File: src/rtl/mdu_issue_if.sv
// Upstream ID/EX -> MDU issue handshake.
// One instruction (op + rs/rt operands) per valid/ready beat.
interface mdu_issue_if #(
    parameter int DW  = 32,
    parameter int OPW = 5
);
    logic           in_valid;
    logic           in_ready;
    logic [OPW-1:0] in_op;
    logic [DW-1:0]  in_a;
    logic [DW-1:0]  in_b;

    modport master (
        output in_valid, in_op, in_a, in_b,
        input  in_ready
    );

    modport slave (
        input  in_valid, in_op, in_a, in_b,
        output in_ready
    );
endinterface

File: src/rtl/mdu_issue_unit.sv
// E-stage one-entry issue buffer in front of the multiply/divide unit.
// Issues single-cycle op pulses and captures mfhi/mflo read data.
module mdu_issue_unit #(
    parameter int DW  = 32,
    parameter int OPW = 5
) (
    input  logic           clk,
    input  logic           reset,
    input  logic           int_exc_req,
    mdu_issue_if.slave     up,
    input  logic           mdu_busy,
    input  logic [DW-1:0]  mdu_result,
    output logic [OPW-1:0] mdu_op,
    output logic [DW-1:0]  mdu_a,
    output logic [DW-1:0]  mdu_b,
    output logic           res_valid,
    output logic [DW-1:0]  res_data
);

    localparam logic [OPW-1:0] OP_NOP   = OPW'(0);
    localparam logic [OPW-1:0] OP_MULT  = OPW'(1);
    localparam logic [OPW-1:0] OP_MULTU = OPW'(2);
    localparam logic [OPW-1:0] OP_DIV   = OPW'(3);
    localparam logic [OPW-1:0] OP_DIVU  = OPW'(4);
    localparam logic [OPW-1:0] OP_MFHI  = OPW'(5);
    localparam logic [OPW-1:0] OP_MFLO  = OPW'(6);
    localparam logic [OPW-1:0] OP_MSUB  = OPW'(9);

    typedef enum logic {EMPTY, FULL} state_t;

    state_t         state;
    logic [OPW-1:0] buf_op;
    logic [DW-1:0]  buf_a;
    logic [DW-1:0]  buf_b;
    logic           last_start;
    logic           issue_ok;
    logic           accept;

    function automatic logic is_start(input logic [OPW-1:0] op);
        return op == OP_MULT || op == OP_MULTU || op == OP_DIV ||
               op == OP_DIVU || op == OP_MSUB;
    endfunction

    function automatic logic is_read(input logic [OPW-1:0] op);
        return op == OP_MFHI || op == OP_MFLO;
    endfunction

    // Codes beyond MSUB are undefined and behave as NOP.
    function automatic logic is_nop(input logic [OPW-1:0] op);
        return op == OP_NOP || op > OP_MSUB;
    endfunction

    // Issue gating; last_start masks the cycle before mdu_busy rises.
    always_comb begin
        issue_ok = (state == FULL) && !mdu_busy &&
                   !int_exc_req && !last_start;
        up.in_ready = !int_exc_req && (state == EMPTY || issue_ok);
        accept = up.in_valid && up.in_ready && !is_nop(up.in_op);
    end

    // Buffer FSM, single-cycle op pulse and read-data capture.
    always_ff @(posedge clk) begin
        if (reset) begin
            state      <= EMPTY;
            buf_op     <= OP_NOP;
            buf_a      <= '0;
            buf_b      <= '0;
            mdu_op     <= OP_NOP;
            mdu_a      <= '0;
            mdu_b      <= '0;
            res_valid  <= 1'b0;
            res_data   <= '0;
            last_start <= 1'b0;
        end else if (int_exc_req) begin
            state      <= EMPTY;
            buf_op     <= OP_NOP;
            buf_a      <= '0;
            buf_b      <= '0;
            mdu_op     <= OP_NOP;
            res_valid  <= 1'b0;
            last_start <= 1'b0;
        end else begin
            res_valid  <= is_read(mdu_op);
            if (is_read(mdu_op))
                res_data <= mdu_result;
            mdu_op     <= OP_NOP;
            last_start <= 1'b0;
            if (issue_ok) begin
                mdu_op     <= buf_op;
                mdu_a      <= buf_a;
                mdu_b      <= buf_b;
                last_start <= is_start(buf_op);
                state      <= EMPTY;
            end
            if (accept) begin
                buf_op <= up.in_op;
                buf_a  <= up.in_a;
                buf_b  <= up.in_b;
                state  <= FULL;
            end
        end
    end

endmodule

File: src/flat_wrapper.sv
// flat-port wrapper written by rule: the top's interface ports become plain ports
module mdu_issue_unit_flat 
#(
    parameter int DW  = 32,
    parameter int OPW = 5
)
  (clk, reset, int_exc_req, mdu_busy, mdu_result, mdu_op, mdu_a, mdu_b, res_valid, res_data, up_in_valid, up_in_op, up_in_a, up_in_b, up_in_ready);
  mdu_issue_if #(.DW(DW), .OPW(OPW)) up_i ();
  input  logic clk;
  input  logic reset;
  input  logic int_exc_req;
  input  logic mdu_busy;
  input  logic [DW-1:0] mdu_result;
  output logic [OPW-1:0] mdu_op;
  output logic [DW-1:0] mdu_a;
  output logic [DW-1:0] mdu_b;
  output logic res_valid;
  output logic [DW-1:0] res_data;
  input wire logic [$bits(up_i.in_valid)-1:0] up_in_valid;
  input wire logic [$bits(up_i.in_op)-1:0] up_in_op;
  input wire logic [$bits(up_i.in_a)-1:0] up_in_a;
  input wire logic [$bits(up_i.in_b)-1:0] up_in_b;
  output wire logic [$bits(up_i.in_ready)-1:0] up_in_ready;
  assign up_i.in_valid = up_in_valid;
  assign up_i.in_op = up_in_op;
  assign up_i.in_a = up_in_a;
  assign up_i.in_b = up_in_b;
  assign up_in_ready = up_i.in_ready;
  mdu_issue_unit #(.DW(DW), .OPW(OPW)) u_core (.clk(clk), .reset(reset), .int_exc_req(int_exc_req), .up(up_i), .mdu_busy(mdu_busy), .mdu_result(mdu_result), .mdu_op(mdu_op), .mdu_a(mdu_a), .mdu_b(mdu_b), .res_valid(res_valid), .res_data(res_data));
endmodule
File: config.mk
export PLATFORM = sky130hd
export DESIGN_NAME = mdu_issue_unit_flat
export DESIGN_NICKNAME = d
export VERILOG_FILES = /design/src/rtl/mdu_issue_if.sv /design/src/rtl/mdu_issue_unit.sv /design/src/flat_wrapper.sv
export SDC_FILE = /design/constraint.sdc
export NUM_CORES = 1
export LEC_CHECK = 0
export CORE_ASPECT_RATIO = 2
export CORE_MARGIN = 2
export CORE_UTILIZATION = 49
export CTS_CLUSTER_DIAMETER = 80
export DETAILED_ROUTE_END_ITERATION = 8
export PLACE_DENSITY = 0.85
export SYNTH_ARGS = -nofsm -noshare
export SYNTH_HDL_FRONTEND = slang
export SYNTH_SLANG_ARGS = --single-unit
export TNS_END_PERCENT = 5
File: constraint.sdc
create_clock -name clk -period 4.5 [get_ports clk]
set_clock_uncertainty 0.1 [all_clocks]
set_input_delay 0.675 -clock clk [delete_from_list [all_inputs] [get_ports clk]]
set_output_delay 0.675 -clock clk [all_outputs]
set_load 0.05 [all_outputs]
==> key figures <==
Synth
  – Sequential area share after synthesis: 55.8%
  – Yosys reg bits: 173
  – Synth Instances: 764
  – Syn Area/Cell: 8.13 µm²
  – Syn_nets: 870
  – Post-synth cell types: 25
  – Mapped cell area: 0.00621 mm²
  – YS warnings: 0

Timing
  – Relative slew slack: 26.5%
  – Fin. Hold Viols: 0
  – Fin. max-slew vios: 0
  – Max Fclk: 321 MHz
  – Post-route clock period utilization: 69.2%
  – RSZ-0062 raised after global routing: false
  – Final worst path period need: 3110 ps
  – Setup TNS: 0 ps
  – Endpoints failing setup: 0
  – Worst-Margin Slew: 1100 ps

Power and ir drop
  – Leak: 2.89 nW
  – Tot Pwr: 3.11 mW
  – VDD IR max: 0.000315 V
  – Power Dens Cells: 353 mW/mm²

Floorplan
  – Die area: 0.0136 mm²
  – Core area: 0.0125 mm²
  – Chip width: 83.6 µm
  – Die H: 163 µm
  – Cell row count: 58
  – Initial core utilization: 49.7%
  – Ports: 209

Worst setup path
  – Critical Path Start Type: input pin
  – CP peak stage delay: 830 ps
  – Crit path max fanout: 3
  – CP bufs+invs: 2
  – Most frequent CP cell: clkdlybuf4s50_1
  – Crit path max-delay family: buffers and inverters
  – Worst EP arrival: 2340 ps
  – Worst path required time: 3720 ps
  – Worst setup path category: input pin to output port
  – Worst Setup End Kind: output port
  – Cells along the critical path: clkdlybuf4s50_1 > o21a_1 > nor2_4 > clkdlybuf4s50_1
  – Crit-path slowest cell: clkdlybuf4s50_1

Clocking
  – Clock-pin slew on the worst setup and hold paths: 60 ps
  – CTS tree: done
  – Resized Gates After CTS: 0
  – CTS buffer count: 17
  – Root buffer cell: clkbuf_16
  – Clock Latency Late Sink: 410 ps
  – H-tree depth: 4
  – Longest Clk Path Bufs: 2
  – Hold-fix buffers at CTS: 0
  – Setup bufs post-CTS: 0
  – Clk sink count: 173

Routing
  – DRT iter0 DRCs: 334
  – Vias/cell: 5.44
  – Post-DR wirelength/cell: 16.3 µm
  – Total routed wirelength: 17.8 mm
  – Final ANT Viol Nets: 0
  – First-pass DRT Iterations: 6
  – Via count: 5949
  – DRC violations left: 0

Global routing
  – Global-route wire length before repair: 28.0 mm
  – Largest net degree at the start of global routing: 77
  – Vias in the first global route: 5704
  – Overall routing resource usage: 25.6%
  – Initial antenna violation count: 0
  – Total congestion overflow: 0

Hold path
  – HP Class: register to register

Status
  – Status: complete, no violations

Place
  – PortBufs: 208
  – Routability cong.: 0.823
  – Dpl hpwl: 11.3 mm

Finish
  – Final core occ: 70.6%
  – Syn-to-layout area delta: 41.9%
  – Share of post-route cells with drive strength above 1: 5.63%
  – Final-layout fill cell count: 976
  – Final net count: 1036

Job
  – Max-capacitance violation count: 0
cells in the mapped netlist, drive strengths merged:
| cell type | number | area [µm²] |
|---|---|---|
| a21oi | 97 | 485 |
| a2bb2oi | 1 | 8.76 |
| and2 | 7 | 46.3 |
| and3 | 1 | 6.26 |
| and4bb | 1 | 12.5 |
| buf | 21 | 120 |
| clkbuf | 48 | 180 |
| dfxtp | 173 | 3460 |
| mux2i | 1 | 10.0 |
| nand2 | 262 | 983 |
| nand3b | 1 | 7.51 |
| nand4 | 68 | 425 |
| nor2 | 7 | 28.8 |
| nor3 | 1 | 5.00 |
| nor3b | 1 | 7.51 |
| nor4 | 1 | 6.26 |
| nor4b | 2 | 17.5 |
| o21a | 1 | 7.51 |
| o21ai | 69 | 379 |
| xor2 | 1 | 8.76 |
report_power, final:
part	switching, mW	internal [mW]	total [mW]
Combinational	0.0901	0.0912	0.181
Clock	0.610	0.778	1.39
Sequential	0.00349	1.54	1.54
worst min-delay path: stages, from the launching register on:
cell and delay (ps):
dfxtp_1 320, nand2_1 60, nor2_1 30
kinds of logic (layout without fill, tap and decap cells):
logic type	Yosys count	after routing	share of synthesized area, %
buffers and inverters	69	247	4.84
other	0	1	0
xor gates and xnor gates	1	1	0.141
DFF	173	173	55.8
and+or+nand+nor	352	352	24.9
muxes	1	1	0.161
AOI/OAI and AO/OA	168	168	14.2
worst paths after layout:
path,from,end,slack [ps],depth (start not counted)
hold / removal,u_core.buf_op[4],u_core.buf_op[4],340,2
hold reg to reg,u_core.buf_op[4],u_core.buf_op[4],340,2
setup / recovery,mdu_busy,up_in_ready,1390,4
setup reg to reg,u_core.mdu_op[3],u_core.res_data[10],2410,4
stage by stage:
stage                     hold WS (ps)  std cells  setup slack, ps  instance area (µm²)
final                              344       1093             1390                 8810
after global routing               358       1092             1340                 8810
after CTS                          343       1092             1380                 8810
after detailed placement           328       1061             1330                 8260
after global placement             324       1061             1370                 8260
after floorplan                    312        764             2070                 6210
registers in the layout (all words and copies together), names as in the netlist:
signal             count
u_core.buf_a          32
u_core.buf_b          32
u_core.mdu_a          32
u_core.mdu_b          32
u_core.res_data       32
u_core.buf_op          5
u_core.mdu_op          5
u_core.last_start      1
u_core.res_valid       1
u_core.state           1
layer usage:
layer | vias to the layer above | track usage [%] | wire length (µm)
met4 | 0 | 13.6 | 844
met5 | - | 0 | 0
met1 | 2781 | 28.7 | 6750
met2 | 212 | 45.7 | 9480
met3 | 53 | 4.60 | 698
li1 | 2903 | - | -
layout make-up:
class                           instances  area, µm²  share of cell area (%)
Clock buffer                           19        443                    5.03
Tap cell                              150        188                    2.13
Sequential cell                       173       3460                    39.3
Clock inverter                         12        113                    1.28
Multi-Input combinational cell        522       2460                    28.0
Timing Repair Buffer                  216       2140                    24.3
Antenna cell                            1       2.50                  0.0284
placed cells by master (no fill, tap or decap):
cell type / synthesis / layout
clkbuf_1: 48 / 1
and2_1: 6 / 6
a2bb2oi_1: 1 / 1
clkinvlp_4: 0 / 5
nor3b_1: 1 / 1
and4bb_2: 0 / 1
clkbuf_16: 0 / 17
nor2_4: 0 / 2
diode_2: 0 / 1
nor4_1: 1 / 1
nor2_1: 6 / 5
xor2_1: 1 / 1
inv_6: 0 / 4
clkdlybuf4s50_1: 0 / 207
nor4b_1: 2 / 1
clkbuf_8: 0 / 1
clkinv_2: 0 / 2
o21ai_0: 60 / 60
nand4_1: 68 / 68
nor4b_2: 0 / 1
and3_1: 1 / 1
a21oi_1: 97 / 97
nand3b_1: 1 / 1
nor3_1: 1 / 1
nand2_1: 262 / 262
bufinv_16: 0 / 1
mux2i_1: 1 / 1
o21a_1: 1 / 1
o21ai_2: 9 / 9
dfxtp_1: 173 / 173
and2_4: 1 / 1
buf_4: 0 / 9
Note: power is estimated with default switching activity, not from simulation.
